$ cat src/rtl/mips_pkg.sv
// Shared encodings for the MIPS pipeline: opcodes, funct codes, ALU control
// values and the decoded control bundle.
package mips_pkg;

    localparam int REG_IDX_W = 5;

    typedef enum logic [5:0] {
        OP_RTYPE = 6'h00,
        OP_J     = 6'h02,
        OP_BEQ   = 6'h04,
        OP_BNE   = 6'h05,
        OP_ADDI  = 6'h08,
        OP_LW    = 6'h23,
        OP_SW    = 6'h2B
    } opcode_e;

    localparam logic [5:0] FN_ADD = 6'h20;
    localparam logic [5:0] FN_SUB = 6'h22;
    localparam logic [5:0] FN_AND = 6'h24;
    localparam logic [5:0] FN_OR  = 6'h25;
    localparam logic [5:0] FN_SLT = 6'h2A;

    typedef enum logic [2:0] {
        ALU_AND = 3'b000,
        ALU_OR  = 3'b001,
        ALU_ADD = 3'b010,
        ALU_SUB = 3'b110,
        ALU_SLT = 3'b111
    } alu_ctrl_e;

    localparam logic [31:0] NOP_INSTR = 32'h0000_0000;

    typedef struct packed {
        logic      reg_write;
        logic      mem_to_reg;
        logic      mem_write;
        logic      alu_src;
        logic      reg_dst;
        logic      branch;
        alu_ctrl_e alu_ctrl;
        logic      illegal;
    } ctrl_t;

endpackage

$ cat src/rtl/reg_file.sv
// Register file: two asynchronous read ports with write-through, one
// synchronous write port; register 0 is hardwired to zero.
module reg_file
    import mips_pkg::*;
#(
    parameter int REG_COUNT = 32,
    parameter int DATA_W    = 32
) (
    input  logic                 clk,
    input  logic                 rst,
    input  logic [REG_IDX_W-1:0] ra1,
    input  logic [REG_IDX_W-1:0] ra2,
    output logic [DATA_W-1:0]    rd1,
    output logic [DATA_W-1:0]    rd2,
    input  logic                 we,
    input  logic [REG_IDX_W-1:0] wa,
    input  logic [DATA_W-1:0]    wd
);

    logic [DATA_W-1:0] regs_q [REG_COUNT];
    logic [DATA_W-1:0] regs_d [REG_COUNT];
    logic              wr_en;

    assign wr_en = we && (wa != '0) && (int'(wa) < REG_COUNT);

    always_comb begin
        regs_d = regs_q;
        if (wr_en) begin
            regs_d[wa] = wd;
        end
    end

    always_ff @(posedge clk) begin
        if (rst) begin
            regs_q <= '{default: '0};
        end else begin
            regs_q <= regs_d;
        end
    end

    // A read of the register being written this cycle sees the new value.
    always_comb begin
        rd1 = '0;
        rd2 = '0;
        if (ra1 != '0 && int'(ra1) < REG_COUNT) begin
            rd1 = (wr_en && wa == ra1) ? wd : regs_q[ra1];
        end
        if (ra2 != '0 && int'(ra2) < REG_COUNT) begin
            rd2 = (wr_en && wa == ra2) ? wd : regs_q[ra2];
        end
    end

endmodule

$ cat src/rtl/decode_stage.sv
// MIPS decode stage: IF/ID register, register file, control decoder,
// sign extension and early branch/jump resolution.
module decode_stage
    import mips_pkg::*;
#(
    parameter int ADDRESS_WIDTH = 32,
    parameter int INSTR_WIDTH   = 32,
    parameter int REG_COUNT     = 32
) (
    input  logic                     i_CLK,
    input  logic                     i_RST,
    input  logic [INSTR_WIDTH-1:0]   i_InstrF,
    input  logic [ADDRESS_WIDTH-1:0] i_PCPlus4F,
    input  logic                     i_StallD,
    input  logic                     i_ForwardAD,
    input  logic                     i_ForwardBD,
    input  logic [31:0]              i_ALUOutM,
    input  logic                     i_RegWriteW,
    input  logic [REG_IDX_W-1:0]     i_WriteRegW,
    input  logic [31:0]              i_ResultW,
    output logic [ADDRESS_WIDTH-1:0] o_PCNextD,
    output logic                     o_PCSrcD,
    output logic                     o_LoadD,
    output logic [31:0]              o_RD1D,
    output logic [31:0]              o_RD2D,
    output logic [REG_IDX_W-1:0]     o_RsD,
    output logic [REG_IDX_W-1:0]     o_RtD,
    output logic [REG_IDX_W-1:0]     o_RdD,
    output logic [31:0]              o_SignImmD,
    output logic                     o_RegWriteD,
    output logic                     o_MemtoRegD,
    output logic                     o_MemWriteD,
    output logic                     o_ALUSrcD,
    output logic                     o_RegDstD,
    output logic                     o_BranchD,
    output logic [2:0]               o_ALUControlD,
    output logic                     o_ValidD,
    output logic                     o_IllegalD
);

    logic [INSTR_WIDTH-1:0]   instr_q, instr_d;
    logic [ADDRESS_WIDTH-1:0] pcplus4_q, pcplus4_d;
    logic                     valid_q, valid_d;

    logic                     pcsrc;
    ctrl_t                    ctrl;
    logic                     is_illegal;
    logic [5:0]               funct;
    opcode_e                  opcode;
    logic [31:0]              rd1, rd2, cmp_a, cmp_b;
    logic                     eq, is_beq, is_bne, is_j;
    logic [31:0]              sign_imm;
    logic [ADDRESS_WIDTH-1:0] branch_tgt, jump_tgt;

    // IF/ID register: stall holds, a redirect flushes, otherwise load.
    always_comb begin
        instr_d   = i_InstrF;
        pcplus4_d = i_PCPlus4F;
        valid_d   = 1'b1;
        if (i_StallD) begin
            instr_d   = instr_q;
            pcplus4_d = pcplus4_q;
            valid_d   = valid_q;
        end else if (pcsrc) begin
            instr_d = '0;
            valid_d = 1'b0;
        end
    end

    always_ff @(posedge i_CLK) begin
        if (i_RST) begin
            instr_q   <= '0;
            pcplus4_q <= '0;
            valid_q   <= 1'b0;
        end else begin
            instr_q   <= instr_d;
            pcplus4_q <= pcplus4_d;
            valid_q   <= valid_d;
        end
    end

    assign opcode = opcode_e'(instr_q[31:26]);
    assign funct  = instr_q[5:0];

    always_comb begin
        ctrl       = '0;
        is_illegal = 1'b0;
        case (opcode)
            OP_RTYPE: begin
                if (instr_q != NOP_INSTR) begin
                    ctrl.reg_write = 1'b1;
                    ctrl.reg_dst   = 1'b1;
                    case (funct)
                        FN_ADD:  ctrl.alu_ctrl = ALU_ADD;
                        FN_SUB:  ctrl.alu_ctrl = ALU_SUB;
                        FN_AND:  ctrl.alu_ctrl = ALU_AND;
                        FN_OR:   ctrl.alu_ctrl = ALU_OR;
                        FN_SLT:  ctrl.alu_ctrl = ALU_SLT;
                        default: is_illegal    = 1'b1;
                    endcase
                end
            end
            OP_LW: begin
                ctrl.reg_write  = 1'b1;
                ctrl.mem_to_reg = 1'b1;
                ctrl.alu_src    = 1'b1;
                ctrl.alu_ctrl   = ALU_ADD;
            end
            OP_SW: begin
                ctrl.mem_write = 1'b1;
                ctrl.alu_src   = 1'b1;
                ctrl.alu_ctrl  = ALU_ADD;
            end
            OP_ADDI: begin
                ctrl.reg_write = 1'b1;
                ctrl.alu_src   = 1'b1;
                ctrl.alu_ctrl  = ALU_ADD;
            end
            OP_BEQ, OP_BNE: begin
                ctrl.branch   = 1'b1;
                ctrl.alu_ctrl = ALU_SUB;
            end
            OP_J: ;
            default: is_illegal = 1'b1;
        endcase
        // Bubbles and unsupported encodings must not reach execute with side effects.
        if (!valid_q || is_illegal) begin
            ctrl = '0;
        end
        ctrl.illegal = valid_q & is_illegal;
    end

    reg_file #(
        .REG_COUNT (REG_COUNT),
        .DATA_W    (32)
    ) u_reg_file (
        .clk (i_CLK),
        .rst (i_RST),
        .ra1 (instr_q[25:21]),
        .ra2 (instr_q[20:16]),
        .rd1 (rd1),
        .rd2 (rd2),
        .we  (i_RegWriteW),
        .wa  (i_WriteRegW),
        .wd  (i_ResultW)
    );

    assign sign_imm   = {{16{instr_q[15]}}, instr_q[15:0]};
    assign branch_tgt = pcplus4_q + ADDRESS_WIDTH'({sign_imm[29:0], 2'b00});
    assign jump_tgt   = {pcplus4_q[ADDRESS_WIDTH-1:28], instr_q[25:0], 2'b00};

    assign cmp_a  = i_ForwardAD ? i_ALUOutM : rd1;
    assign cmp_b  = i_ForwardBD ? i_ALUOutM : rd2;
    assign eq     = (cmp_a == cmp_b);
    assign is_beq = (opcode == OP_BEQ);
    assign is_bne = (opcode == OP_BNE);
    assign is_j   = (opcode == OP_J);

    // Gating with the stall keeps a compare on stale operands from redirecting fetch.
    assign pcsrc = valid_q & ~i_StallD & ((is_beq & eq) | (is_bne & ~eq) | is_j);

    assign o_PCSrcD      = pcsrc;
    assign o_PCNextD     = is_j ? jump_tgt : branch_tgt;
    assign o_LoadD       = ~i_RST;
    assign o_RD1D        = rd1;
    assign o_RD2D        = rd2;
    assign o_RsD         = instr_q[25:21];
    assign o_RtD         = instr_q[20:16];
    assign o_RdD         = instr_q[15:11];
    assign o_SignImmD    = sign_imm;
    assign o_RegWriteD   = ctrl.reg_write;
    assign o_MemtoRegD   = ctrl.mem_to_reg;
    assign o_MemWriteD   = ctrl.mem_write;
    assign o_ALUSrcD     = ctrl.alu_src;
    assign o_RegDstD     = ctrl.reg_dst;
    assign o_BranchD     = ctrl.branch;
    assign o_ALUControlD = ctrl.alu_ctrl;
    assign o_ValidD      = valid_q;
    assign o_IllegalD    = ctrl.illegal;

endmodule

$ cat config.mk
export PLATFORM = sky130hd
export DESIGN_NAME = decode_stage
export DESIGN_NICKNAME = d
export VERILOG_FILES = /design/src/rtl/mips_pkg.sv /design/src/rtl/reg_file.sv /design/src/rtl/decode_stage.sv
export SDC_FILE = /design/constraint.sdc
export NUM_CORES = 2
export LEC_CHECK = 0
export CORE_MARGIN = 2
export CORE_UTILIZATION = 23
export CTS_CLUSTER_DIAMETER = 30
export CTS_CLUSTER_SIZE = 8
export DETAILED_ROUTE_END_ITERATION = 8
export PLACE_DENSITY_LB_ADDON = 0.15
export SLEW_MARGIN = 25
export SYNTH_ARGS = -nofsm -noshare
export SYNTH_HDL_FRONTEND = slang
export SYNTH_SLANG_ARGS = --single-unit
$ cat constraint.sdc
create_clock -name i_CLK -period 10.05 [get_ports i_CLK]
set_input_delay 1.5075 -clock i_CLK [delete_from_list [all_inputs] [get_ports i_CLK]]
set_output_delay 1.5075 -clock i_CLK [all_outputs]
set_load 0.01 [all_outputs]
==> results.sh <==
export IMPL_yosysSeqAreaShare=0.368
export IMPL_min_from="u_reg_file.regs_q[133]$_SDFFE_PP0P_"
export IMPL_final_util=0.300
export IMPL_ios=295
export IMPL_cts_inserted_buffers=337
export IMPL_avgSynthCellArea_um2=8.38
export IMPL_routed_wl_mm=369
export IMPL_dp_cells=10300
export IMPL_fin_skew_ns=0.0632
export IMPL_synthArstFlopShare=0
export IMPL_grt_pass1_vias=56700
export IMPL_synth_edf_count=0
export IMPL_final_nets=7382
export IMPL_critPathCaptureType="primary output"
export IMPL_synth_xor_area_frac=0.0121
export IMPL_drtPass1Iterations=6
export IMPL_fp_dieW_um=511
export IMPL_cts_root_buf="clkbuf_16"
export IMPL_ys_types=89
export IMPL_finalCritPeriodShare=0.931
export IMPL_tightest_slew_ns=1.19
export IMPL_yosys_area_share_simple=0.186
export IMPL_path_clk_slew_ns=0.03
export IMPL_max_freq_mhz=107
export IMPL_min_period_ns=9.36
export IMPL_drv_slew=0
export IMPL_postSynthCellCount=7070
export IMPL_cts_tree="done"
export IMPL_gr_total_overflow=0
export IMPL_cts_path_max_buffers=4
export IMPL_clock_latency_ns=0.93
export IMPL_area_delta_synth_final_pct=29.9
export IMPL_path_cells="clkdlybuf4s50_1 > or4_1 > o2111a_1 > nand2_2 > buf_4 > and3_1 > a221o_1 > xor2_1 > o41ai_1 > a41oi_1 > or4b_1 > nor4_2 > xor2_1 > a22oi_2 > nor2_1 > clkdlybuf4s50_1"
export IMPL_critPathMaxFanout=32
export IMPL_final_cell_count_no_fill=10900
export IMPL_synth_flop_cell="dfxtp_1"
export IMPL_required_ns=8.54
export IMPL_portBuffers=294
export IMPL_critPathLaunchType="input port"
export IMPL_synthAdderAreaFrac=0.00646
export IMPL_rrSetupSlack_ns=3.31
export IMPL_power_density_mw_per_mm2=216
export IMPL_rr_startpoint="instr_q[22]$_SDFFE_PP0N_"
export IMPL_post_cts_buffers=0
export IMPL_grt_max_degree=178
export IMPL_hold_viol=0
export IMPL_drtIter0Drc=8133
export IMPL_synth_warnings=0
export IMPL_synth_top_family_by_area="multiplexers"
export IMPL_grt_usage=0.271
export IMPL_start_util=0.231
export IMPL_ant_nets=0
export IMPL_setup_viol=0
export IMPL_slowest_delay_ns=0.91
export IMPL_setup_tns_ns=0
export IMPL_synth_net_count=7239
export IMPL_ys_ff_latch=1089
export IMPL_cts_sinks=1089
export IMPL_critical_path_top_delay_family="simple AND/OR/NAND/NOR gates"
export IMPL_critPathKind="in -> out"
export IMPL_cts_resized=0
export IMPL_rsz0062_at_grt="no"
export IMPL_final_layout_size_suffix_gt1_frac=0.177
export IMPL_critPathArrivalTime_ns=7.85
export IMPL_netlist_area_mm2=0.0592
export IMPL_wire_per_inst_um=33.9
export IMPL_crit_slowest_cell="clkdlybuf4s50_1"
export IMPL_cts_max_level=5
export IMPL_num_vias=59800
export IMPL_dpl_hpwl_mm=242
export IMPL_grt_pass1_wl_mm=496
export IMPL_ir_worst_vdd_mv=0.202
export IMPL_hold_buffers=0
export IMPL_die_area_mm2=0.262
export IMPL_synth_compound_area_frac=0.160
export IMPL_reg2regPathDepth=16
export IMPL_gp_congestion=0.974
export IMPL_antenna_found_initial=38
export IMPL_fillers=26900
export IMPL_outcome="finished clean"
export IMPL_leakage_nw=25.4
export IMPL_core_mm2=0.256
export IMPL_slew_headroom=0.208
export IMPL_fp_row_count=186
export IMPL_worstHoldPathCells=2
export IMPL_hold_slack_ns=0.461
export IMPL_rr_endpoint="instr_q[16]$_SDFFE_PP0N_"
export IMPL_hp_class="reg -> reg"
export IMPL_synth_mux_area_frac=0.209
export IMPL_path_buf_inv=3
export IMPL_hold_end="u_reg_file.regs_q[133]$_SDFFE_PP0P_"
export IMPL_maxCapViolCount=0
export IMPL_via_per_inst=5.50
export IMPL_drc=0
export IMPL_die_h_um=511
## where the power goes
part	switching (mW)	internal (mW)
sequential	0.0913	4.38
clock	3.12	7.46
combinational	1.08	0.506
## metal layers
metal,track usage,part of all wire,vias up
met5,0,0.00036,-
met4,0.168,0.069,18
met3,0.0619,0.089,887
met2,0.413,0.44,3521
met1,0.347,0.40,30200
li1,-,-,25200
## sequential cells by signal, indices dropped and copies added (netlist names)
signal and count:
o_ValidD 1, instr_q 32, u_reg_file.regs_q 1024, pcplus4_q 32
## worst max path at each step
stage | slack (ns) | from | depth (start not counted) | endpoint
final | 0.69 | i_WriteRegW[4] | 16 | o_PCSrcD
after detailed placement | 0.83 | i_WriteRegW[4] | 16 | o_PCSrcD
after floorplan | 3.43 | i_WriteRegW[0] | 14 | o_PCSrcD
after global placement | 0.82 | i_WriteRegW[4] | 16 | o_PCSrcD
after global routing | 0.48 | i_WriteRegW[4] | 16 | o_PCSrcD
after CTS | 0.82 | i_WriteRegW[4] | 16 | o_PCSrcD
## cells by family (layout without fill, tap and decap cells)
family,count (synthesis),after routing
and+or+nand+nor,2704,2704
AOI/OAI and AO/OA,1622,1622
DFF,1089,1089
muxes,772,772
buffers and inverters,771,1165
xor gates and xnor gates,82,82
adders and majority gates,30,30
other,0,19
## cell usage after synthesis, types with 18 or more instances
cell type  instances  area share
xor2_1            29      0.0043
a21o_1            19      0.0024
a22oi_1          150       0.019
dfxtp_1         1089        0.37
mux4_2           371        0.14
a22o_1            18      0.0027
buf_1             41      0.0026
and3_1            24      0.0025
and2_1            19      0.0020
nor2b_1           72      0.0076
buf_4             84       0.011
nor2_1           182       0.012
nand2b_1          23      0.0024
clkbuf_1         500       0.032
o22ai_1           32      0.0034
nand3_1           75      0.0063
a31oi_1           22      0.0023
xnor2_1           53      0.0078
a21oi_1         1102       0.093
o21ai_0           65      0.0055
ha_1              29      0.0061
a32o_1            36      0.0061
nor3_1            27      0.0023
inv_1             42      0.0027
nand2_1         2177        0.14
mux2i_1          374       0.063
mux2_2            27      0.0051
buf_2             83      0.0070
## tightest hold or removal path, delay by kind of cell (launching register included)
| kind | cells | cell delay (ns) |
|---|---|---|
| flip-flops | 1 | 0.31 |
| AND/OR/NAND/NOR | 1 | 0.05 |
| AO/OA/AOI/OAI | 1 | 0.05 |
## cell usage in the layout, fill, tap and decap left out, types with 36 or more instances in the layout
| cell | count |
|---|---|
| nand2_1 | 2145 |
| a21oi_1 | 1102 |
| dfxtp_1 | 1079 |
| mux2i_1 | 373 |
| mux4_2 | 371 |
| clkbuf_16 | 343 |
| clkdlybuf4s50_1 | 279 |
| buf_4 | 217 |
| a22oi_1 | 150 |
| nor2_1 | 143 |
| nand3_1 | 75 |
| clkinv_2 | 71 |
| nor2b_1 | 64 |
| o21ai_0 | 64 |
| clkbuf_8 | 62 |
| xnor2_1 | 53 |
| clkbuf_1 | 46 |
| inv_1 | 41 |
| a32o_1 | 36 |
## cell type report
| type | instances | area, um^2 | area share |
|---|---|---|---|
| tap | 3384 | 4230 | 0.0550 |
| timing repair buffer | 529 | 4870 | 0.0633 |
| multi-input combinational | 5210 | 34500 | 0.448 |
| antenna | 19 | 47.5 | 0.000618 |
| clock inverter | 139 | 1690 | 0.0219 |
| clock buffer | 451 | 9610 | 0.125 |
| sequential | 1089 | 21800 | 0.284 |
| inverter | 46 | 174 | 0.00226 |
## per-stage QoR
step           cell area, um^2  worst slack (ns)  power [mW]
6_report                 76900             0.691        16.6
5_1_grt                  76900             0.475        17.0
4_1_cts                  76900             0.819        16.7
3_5_place_dp             65600             0.833        6.10
3_3_place_gp             65600             0.817        6.10
2_1_floorplan            59200              3.43        5.30
(Power assumes the default switching activity.)
